===== src/rtl/bot_issue_feeder_if.sv =====
// Bot issue feeder bus: upstream bot stream in, registered bot issue out to
// the pipeline, plus the downstream FIFO fullness used for back-pressure.
interface bot_issue_feeder_if #(
  parameter int ADDR_WIDTH = 9
);
  // Upstream stream
  logic [127:0]          inBot;
  logic [5:0]            inValidPermutations;
  logic                  inLast;
  logic                  inValid;
  logic                  inReady;
  // Downstream pipeline
  logic [4:0]            fifoFullness;
  logic [127:0]          bot;
  logic [ADDR_WIDTH-1:0] botIndex;
  logic                  isBotValid;
  logic [5:0]            validBotPermutations;

  // Feeder side
  modport master (
    input  inBot, inValidPermutations, inLast, inValid, fifoFullness,
    output inReady, bot, botIndex, isBotValid, validBotPermutations
  );

  // Environment side (upstream source and downstream pipeline)
  modport slave (
    output inBot, inValidPermutations, inLast, inValid, fifoFullness,
    input  inReady, bot, botIndex, isBotValid, validBotPermutations
  );
endinterface


===== src/rtl/bot_issue_feeder.sv =====
// Bot issue feeder: accepts bots from upstream while the pipeline input FIFO
// has room, tags each with a wrapping index, issues it one cycle later, then
// waits a fixed drain period after the last bot before pulsing done.
module bot_issue_feeder #(
  parameter int ADDR_WIDTH     = 9,
  parameter int FULL_THRESHOLD = 20,
  parameter int DRAIN_CYCLES   = 64
) (
  input  logic                    clk,
  input  logic                    rst,          // synchronous, active-low
  input  logic                    start,
  bot_issue_feeder_if.master      bus,
  output logic                    busy,
  output logic                    done,
  output logic [31:0]             issuedCount
);

  localparam int DRAIN_W = (DRAIN_CYCLES < 2) ? 1 : $clog2(DRAIN_CYCLES + 1);
  localparam logic [DRAIN_W-1:0] DRAIN_LOAD = DRAIN_W'(DRAIN_CYCLES);

  typedef enum logic [1:0] {
    IDLE  = 2'd0,
    RUN   = 2'd1,
    DRAIN = 2'd2,
    DONE  = 2'd3
  } state_t;

  state_t                stateReg;
  state_t                stateNext;

  logic [127:0]          botReg;
  logic [5:0]            permReg;
  logic [ADDR_WIDTH-1:0] botIndexReg;
  logic                  isBotValidReg;
  logic [ADDR_WIDTH-1:0] indexReg;
  logic [31:0]           issuedCountReg;
  logic [DRAIN_W-1:0]    drainReg;

  logic                  inReadyInt;
  logic                  roomAvailable;
  logic                  xfer;

  // The margin below a full FIFO absorbs the downstream input pipe and the
  // lag in the reported fullness, so the stall compare is strict.
  assign roomAvailable = (32'(bus.fifoFullness) < 32'(FULL_THRESHOLD));
  assign xfer          = bus.inValid & inReadyInt;

  // State register
  always_ff @(posedge clk) begin
    if (!rst) begin
      stateReg <= IDLE;
    end else begin
      stateReg <= stateNext;
    end
  end

  // Next-state logic: start only counts in IDLE, last accepted bot opens drain
  always_comb begin
    stateNext = stateReg;
    case (stateReg)
      IDLE:    if (start) stateNext = RUN;
      RUN:     if (xfer && bus.inLast) stateNext = DRAIN;
      DRAIN:   if (drainReg <= DRAIN_W'(1)) stateNext = DONE;
      DONE:    stateNext = IDLE;
      default: stateNext = IDLE;
    endcase
  end

  // Output logic: ready is held low while reset is asserted so a transfer
  // coinciding with reset is never accepted
  always_comb begin
    inReadyInt = 1'b0;
    busy       = 1'b0;
    done       = 1'b0;
    case (stateReg)
      RUN: begin
        inReadyInt = rst & roomAvailable;
        busy       = 1'b1;
      end
      DRAIN:   busy = 1'b1;
      DONE:    done = 1'b1;
      default: ;
    endcase
  end

  // Issue datapath, index/issue counters and drain countdown
  always_ff @(posedge clk) begin
    if (!rst) begin
      botReg         <= '0;
      permReg        <= '0;
      botIndexReg    <= '0;
      isBotValidReg  <= 1'b0;
      indexReg       <= '0;
      issuedCountReg <= '0;
      drainReg       <= '0;
    end else begin
      isBotValidReg <= xfer;
      if (xfer) begin
        botReg      <= bus.inBot;
        permReg     <= bus.inValidPermutations;
        botIndexReg <= indexReg;
        // Index wraps silently; an empty permutation mask still uses a slot
        indexReg    <= indexReg + 1'b1;
        if (issuedCountReg != 32'hFFFF_FFFF) begin
          issuedCountReg <= issuedCountReg + 32'd1;
        end
      end
      if (stateReg == IDLE && start) begin
        indexReg       <= '0;
        issuedCountReg <= '0;
      end
      if (xfer && bus.inLast) begin
        drainReg <= DRAIN_LOAD;
      end else if (stateReg == DRAIN && drainReg != '0) begin
        drainReg <= drainReg - 1'b1;
      end
    end
  end

  assign bus.inReady              = inReadyInt;
  assign bus.bot                  = botReg;
  assign bus.botIndex             = botIndexReg;
  assign bus.isBotValid           = isBotValidReg;
  assign bus.validBotPermutations = permReg;
  assign issuedCount              = issuedCountReg;

endmodule

===== src/flat_wrapper.sv =====
// flat-port wrapper written by rule: the top's interface ports become plain ports
module bot_issue_feeder_flat 
#(
  parameter int ADDR_WIDTH     = 9,
  parameter int FULL_THRESHOLD = 20,
  parameter int DRAIN_CYCLES   = 64
)
  (clk, rst, start, busy, done, issuedCount, bus_inBot, bus_inValidPermutations, bus_inLast, bus_inValid, bus_fifoFullness, bus_inReady, bus_bot, bus_botIndex, bus_isBotValid, bus_validBotPermutations);
  bot_issue_feeder_if #(.ADDR_WIDTH(ADDR_WIDTH)) bus_i ();
  input  logic clk;
  input  logic rst;
  input  logic start;
  output logic busy;
  output logic done;
  output logic [31:0] issuedCount;
  input wire logic [$bits(bus_i.inBot)-1:0] bus_inBot;
  input wire logic [$bits(bus_i.inValidPermutations)-1:0] bus_inValidPermutations;
  input wire logic [$bits(bus_i.inLast)-1:0] bus_inLast;
  input wire logic [$bits(bus_i.inValid)-1:0] bus_inValid;
  input wire logic [$bits(bus_i.fifoFullness)-1:0] bus_fifoFullness;
  output wire logic [$bits(bus_i.inReady)-1:0] bus_inReady;
  output wire logic [$bits(bus_i.bot)-1:0] bus_bot;
  output wire logic [$bits(bus_i.botIndex)-1:0] bus_botIndex;
  output wire logic [$bits(bus_i.isBotValid)-1:0] bus_isBotValid;
  output wire logic [$bits(bus_i.validBotPermutations)-1:0] bus_validBotPermutations;
  assign bus_i.inBot = bus_inBot;
  assign bus_i.inValidPermutations = bus_inValidPermutations;
  assign bus_i.inLast = bus_inLast;
  assign bus_i.inValid = bus_inValid;
  assign bus_i.fifoFullness = bus_fifoFullness;
  assign bus_inReady = bus_i.inReady;
  assign bus_bot = bus_i.bot;
  assign bus_botIndex = bus_i.botIndex;
  assign bus_isBotValid = bus_i.isBotValid;
  assign bus_validBotPermutations = bus_i.validBotPermutations;
  bot_issue_feeder #(.ADDR_WIDTH(ADDR_WIDTH), .FULL_THRESHOLD(FULL_THRESHOLD), .DRAIN_CYCLES(DRAIN_CYCLES)) u_core (.clk(clk), .rst(rst), .start(start), .bus(bus_i), .busy(busy), .done(done), .issuedCount(issuedCount));
endmodule

===== config.mk =====
export PLATFORM = sky130hd
export DESIGN_NAME = bot_issue_feeder_flat
export DESIGN_NICKNAME = d
export VERILOG_FILES = /design/src/rtl/bot_issue_feeder_if.sv /design/src/rtl/bot_issue_feeder.sv /design/src/flat_wrapper.sv
export SDC_FILE = /design/constraint.sdc
export NUM_CORES = 1
export LEC_CHECK = 0
export ABC_AREA = 1
export CAP_MARGIN = 20
export CORE_ASPECT_RATIO = 1.25
export CORE_MARGIN = 5
export CORE_UTILIZATION = 47
export DETAILED_ROUTE_END_ITERATION = 8
export GPL_TIMING_DRIVEN = 1
export PLACE_DENSITY = 0.86
export SYNTH_ARGS = -nofsm -noshare
export SYNTH_HDL_FRONTEND = slang
export SYNTH_SLANG_ARGS = --single-unit

===== constraint.sdc =====
create_clock -name clk -period 3.84 [get_ports clk]
set_input_delay 0.576 -clock clk [delete_from_list [all_inputs] [get_ports clk]]
set_output_delay 0.576 -clock clk [all_outputs]
set_load 0.02 [all_outputs]

==> impl_metrics.tcl, run 1 <==
set metrics [dict create \
    rsz0062_at_grt "false" \
    place.gp.congestion 0.948 \
    arrival_ps 2290 \
    final_cell_mix "nand2_1 (466), clkdlybuf4s50_1 (320), dfxtp_1 (194), a21oi_1 (160), nor2_1 (71)" \
    hold_depth 2 \
    r2r-start "u_core.issuedCount[0]" \
    endpoint_kind "output pin" \
    fin_area_mm2 0.0120 \
    ir_worst_vdd_mv 0.285 \
    syn_area_per_cell_um2 7.18 \
    grt_overflow 0 \
    fmax_mhz 349 \
    multi_input_area_mm2 0.00375 \
    wirelength_um 27000 \
    clock_latency_ps 430 \
    powerDensity_mw_per_mm2 411 \
    r2r_setup_slack_ps 1430 \
    ys_warn_count 0 \
    rr_worst_depth 10 \
    synthesis.area_mm2 0.00810 \
    max_stage_delay_ps 690 \
    slew_violations 0 \
    grt_first_pass_wirelength_um 41200 \
    numCtsBuffers 17 \
    drc 0 \
    path_class "primary input to output pin" \
    ys_types 29 \
    cp_cell_sequence "clkdlybuf4s50_1 -> nand2_1 -> inv_1 -> nand2_1 -> inv_1 -> clkdlybuf4s50_1" \
    antenna_left 0 \
    crit_path_start_kind "primary input" \
    critPathSlowestCell "clkdlybuf4s50_1" \
    io_pins 323 \
    skew_ps 10.3 \
    setup-tns-final_ps 0 \
    fp.dieH_um 157 \
    via_per_inst 5.08 \
    cp_max_fo 9 \
    drive_gt1_share_pct 5.31 \
    coreArea_mm2 0.0169 \
    num-fill-cells 1333 \
    start_util_pct 47.9 \
    nets 1572 \
    register_area_mm2 0.00388 \
    port_buffers 320 \
    dieArea_mm2 0.0200 \
    final_core_util_pct 70.8 \
    setup_viol 0 \
    holdBufCountCts 0 \
    grt_pass1_vias 8140 \
    rr_endpoint "u_core.issuedCount[12]" \
    rows 53 \
    tightest_slew_ps 776 \
    antenna_found_initial 4 \
    hp-class "register to register" \
    vias 8399 \
    syn_nets 1283 \
    maxCapViolCount 0 \
    place_area_mm2 0.0114 \
    crit_start "rst" \
    cts_sinks 194 \
    yosysSeqAreaShare_pct 47.9 \
    whs_ps 465 \
    post_cts_resized 0 \
    first_iter_violations 633 \
    final_common_cell "nand2_1" \
    clkTransAtPathRegs_ps 70 \
    grt_max_degree 93 \
    worstHoldStart "u_core.bus.bot[111]" \
    cts_root_buffer "clkbuf_16" \
    post-cts-setup-buffers 0 \
    cts_tree "built" \
    critPathRequiredTime_ps 3260 \
    wl_per_cell_um 16.3 \
    slew_headroom_pct 48.2 \
    dp_hpwl_um 19600 \
    status "finished clean" \
    clockBufferDepth 2 \
    cts_htree_levels 4 \
    hold_path_end "u_core.bus.bot[111]" \
    die_w_um 127 \
    report.final.hold_viol_count 0 \
    layout_min_cycle_time_ps 2860 \
    p_leak_nw 4.10 \
    synth_seq_cells 194 \
    syn2layout_area_growth_pct 47.7 \
    firstDrtPassIters 5 \
    synth_cells 1129 \
    grtUsageTotal_pct 26.2 \
    post-route-period-util_pct 74.6 \
]
cell type report:
type	count	area share [%]
Sequential cell	194	32.5
Antenna cell	3	0.0627
Tap cell	220	2.30
Inverter	55	1.77
Multi-Input combinational cell	823	31.4
Timing Repair Buffer	327	27.3
Clock inverter	13	0.962
Clock buffer	19	3.78
sequential cells by signal, indices dropped and copies added, names as in the netlist:
name,cells
u_core.bus.bot,128
u_core.bus.botIndex,9
u_core.bus.isBotValid,1
u_core.bus.validBotPermutations,6
u_core.drainReg,7
u_core.indexReg,9
u_core.issuedCount,32
u_core.stateReg,2
critical path: cells and delay by family:
kind	cells	cell delay, ps
buf+inv	4	1520
simple gates	2	190
cells in the mapped netlist (all sizes together):
cell type	instances	area share, %
a21oi	181	12
buf	32	2.2
clkbuf	25	1.2
clkinv	1	0.046
dfxtp	194	48
ha	10	1.5
inv	54	2.5
nand2	470	22
nand3	29	1.8
nand4	12	0.93
nor2	76	4.0
nor3	4	0.25
nor3b	3	0.28
o21ai	18	1.1
o21bai	2	0.19
or2	2	0.15
xnor2	6	0.65
xor2	10	1.1
report_power, final:
group	switching (W)	total, W	internal, W
registers	0.0000713	0.00219	0.00211
clock network	0.000845	0.00173	0.000890
logic	0.000560	0.00100	0.000442
total	0.00148	0.00492	0.00345
per-stage QoR:
stage	total power, W	std cells	setup WS (ps)
after global routing	0.00514	1654	871
after detailed placement	0.00323	1619	966
after floorplan	0.00281	1129	1920
final	0.00492	1654	977
after global placement	0.00320	1619	1020
after CTS	0.00494	1651	963
metal layers:
layer / GRT usage (%) / wire length [µm] / part of all wire (%) / vias to the layer above
li1: - / - / - / 4162
met1: 28.3 / 9630 / 36 / 3796
met2: 44.0 / 13200 / 49 / 359
met3: 10.2 / 2800 / 10 / 80
met4: 14.3 / 1360 / 5.0 / 2
met5: 0 / 13 / 0.048 / -
worst max path at each step:
stage               slack, ps  cells after the start                endpoint
floorplan                1920                     11  u_core.issuedCount[15]
global placement         1020                      6             bus_inReady
detailed placement        970                      6             bus_inReady
CTS                       960                      6             bus_inReady
global route              870                      6             bus_inReady
finish                    980                      6             bus_inReady
kinds of logic (layout without fill, tap and decap cells):
kind of cell    Yosys count  after routing  synth area share [%]
simple gates            596            596                  29.4
compound gates          201            201                  13.4
xor+xnor                 16             16                  1.73
fa+ha+maj                10             10                  1.54
other cells               0              3                     0
flops                   194            194                  47.9
buf+inv                 112            414                  5.91
Note: power is estimated with default switching activity, not from simulation.
==> run 2: changes to the inputs <==
Settings changed: CORE_UTILIZATION 47 to 44, PLACE_DENSITY 0.86 to 0.81.
Clock period 3.84 ns to 2.68 ns, I/O delays scaled along.
==> impl_metrics.tcl, run 2 (same netlist as run 1, synthesis figures left out) <==
set metrics [dict create \
    io_pins 323 \
    post-cts-setup-buffers 0 \
    start_util_pct 44.8 \
    via_per_inst 4.94 \
    rsz0062_at_grt "false" \
    fin_area_mm2 0.0121 \
    endpoint_kind "output pin" \
    drc 0 \
    fmax_mhz 425 \
    cts_htree_levels 4 \
    maxCapViolCount 0 \
    crit_path_start_kind "register" \
    skew_ps 10.2 \
    antenna_left 0 \
    place.gp.congestion 0.944 \
    nets 1578 \
    holdBufCountCts 0 \
    grt_pass1_vias 7799 \
    ir_worst_vdd_mv 0.379 \
    powerDensity_mw_per_mm2 592 \
    endpoint "bus_inReady" \
    coreArea_mm2 0.0181 \
    layout_min_cycle_time_ps 2350 \
    antenna_found_initial 2 \
    tightest_slew_ps 767 \
    cts_sinks 194 \
    path_class "register to output pin" \
    numCtsBuffers 17 \
    syn2layout_area_growth_pct 49.3 \
    drive_gt1_share_pct 5.51 \
    power_w 0.00716 \
    hp-class "register to register" \
    status "finished clean" \
    clock_latency_ps 430 \
    post_cts_resized 0 \
    clockBufferDepth 2 \
    slew_violations 0 \
    dp_hpwl_um 20300 \
    grt_first_pass_wirelength_um 42100 \
    vias 8237 \
    r2r_setup_slack_ps 480 \
    dieArea_mm2 0.0212 \
    report.final.hold_viol_count 0 \
    wirelength_um 27200 \
    die_w_um 131 \
    slew_headroom_pct 48.8 \
    setup_viol 0 \
    crit_start "u_core.stateReg[1]" \
    rows 55 \
    setup-tns-final_ps 0 \
    rr_worst_depth 10 \
    first_iter_violations 585 \
    final_cell_mix "nand2_1 (466), clkdlybuf4s50_1 (320), dfxtp_1 (194), a21oi_1 (160), nor2_1 (71)" \
    clkTransAtPathRegs_ps 70 \
    cp_max_fo 4 \
    largest_register_ff_count 128 \
    arrival_ps 1950 \
    wl_per_cell_um 16.3 \
    critPathRequiredTime_ps 2280 \
    grt_max_degree 141 \
    place_area_mm2 0.0115 \
    post-route-period-util_pct 87.8 \
    cts_root_buffer "clkbuf_16" \
    final_common_cell "nand2_1" \
    rr_endpoint "u_core.issuedCount[12]" \
    firstDrtPassIters 6 \
    grtUsageTotal_pct 24.7 \
    port_buffers 320 \
    cts_tree "built" \
    fp.dieH_um 162 \
    grt_overflow 0 \
    whs_ps 464 \
    p_leak_nw 4.15 \
    r2r-start "u_core.issuedCount[0]" \
]
==> run 2: changes by cell type in the layout (fill, tap and decap cells not counted), sizes merged <==
cell | before | now
clkinv | 3 | 2
inv | 62 | 59
buf | 7 | 13
bufinv | 0 | 2
diode | 3 | 4
==> run 2: worst max-delay path, stage by stage, from the launching register on <==
cell	delay (ps)
dfxtp_1	340
inv_1	110
ha_1	170
nand2_1	60
inv_1	110
nand2_1	70
inv_1	60
clkdlybuf4s50_1	600
==> run 2: layout make-up <==
cell class	instances	area, µm²
diodes	4	10.0
flip-flops and latches	194	3880
inverters	55	211
multi-input cells	823	3750
clock inverters	11	148
clock buffers	19	443
fillers	1541	6000
repair buffers	333	3360
well taps	228	285
==> run 2: routing by layer <==
| metal | part of all wire, % | routed length (µm) | GRT usage, % |
|---|---|---|---|
| met2 | 50 | 13600 | 43.1 |
| met5 | 0 | 0 | 0 |
| met1 | 38 | 10300 | 27.5 |
| met4 | 2.1 | 565 | 6.92 |
| met3 | 10 | 2780 | 10.5 |
==> run 2: worst min-delay path by stage <==
stage                                   start                   to  slack, ps  cells past startpoint
after global routing       u_core.bus.bot[58]   u_core.bus.bot[58]        480                      2
final                      u_core.bus.bot[62]   u_core.bus.bot[62]        460                      2
after floorplan            u_core.drainReg[5]   u_core.drainReg[5]        450                      2
after detailed placement   u_core.bus.bot[19]   u_core.bus.bot[19]        450                      2
after global placement     u_core.bus.bot[51]   u_core.bus.bot[51]        450                      2
after CTS                 u_core.bus.bot[105]  u_core.bus.bot[105]        470                      2
==> run 2: metrics by stage <==
step,setup WS [ps],instances,utilization (%)
after global routing,175,1665,66.8
after CTS,299,1663,66.8
after detailed placement,439,1633,63.5
after floorplan,765,1129,-
final,326,1667,66.8
after global placement,455,1633,63.5
==> run 2: report_power, final <==
part | total [W] | switching, W | internal, W
clock network | 0.00258 | 0.00116 | 0.00142
logic | 0.00145 | 0.000797 | 0.000655
registers | 0.00313 | 0.0000994 | 0.00303
total | 0.00716 | 0.00206 | 0.00510
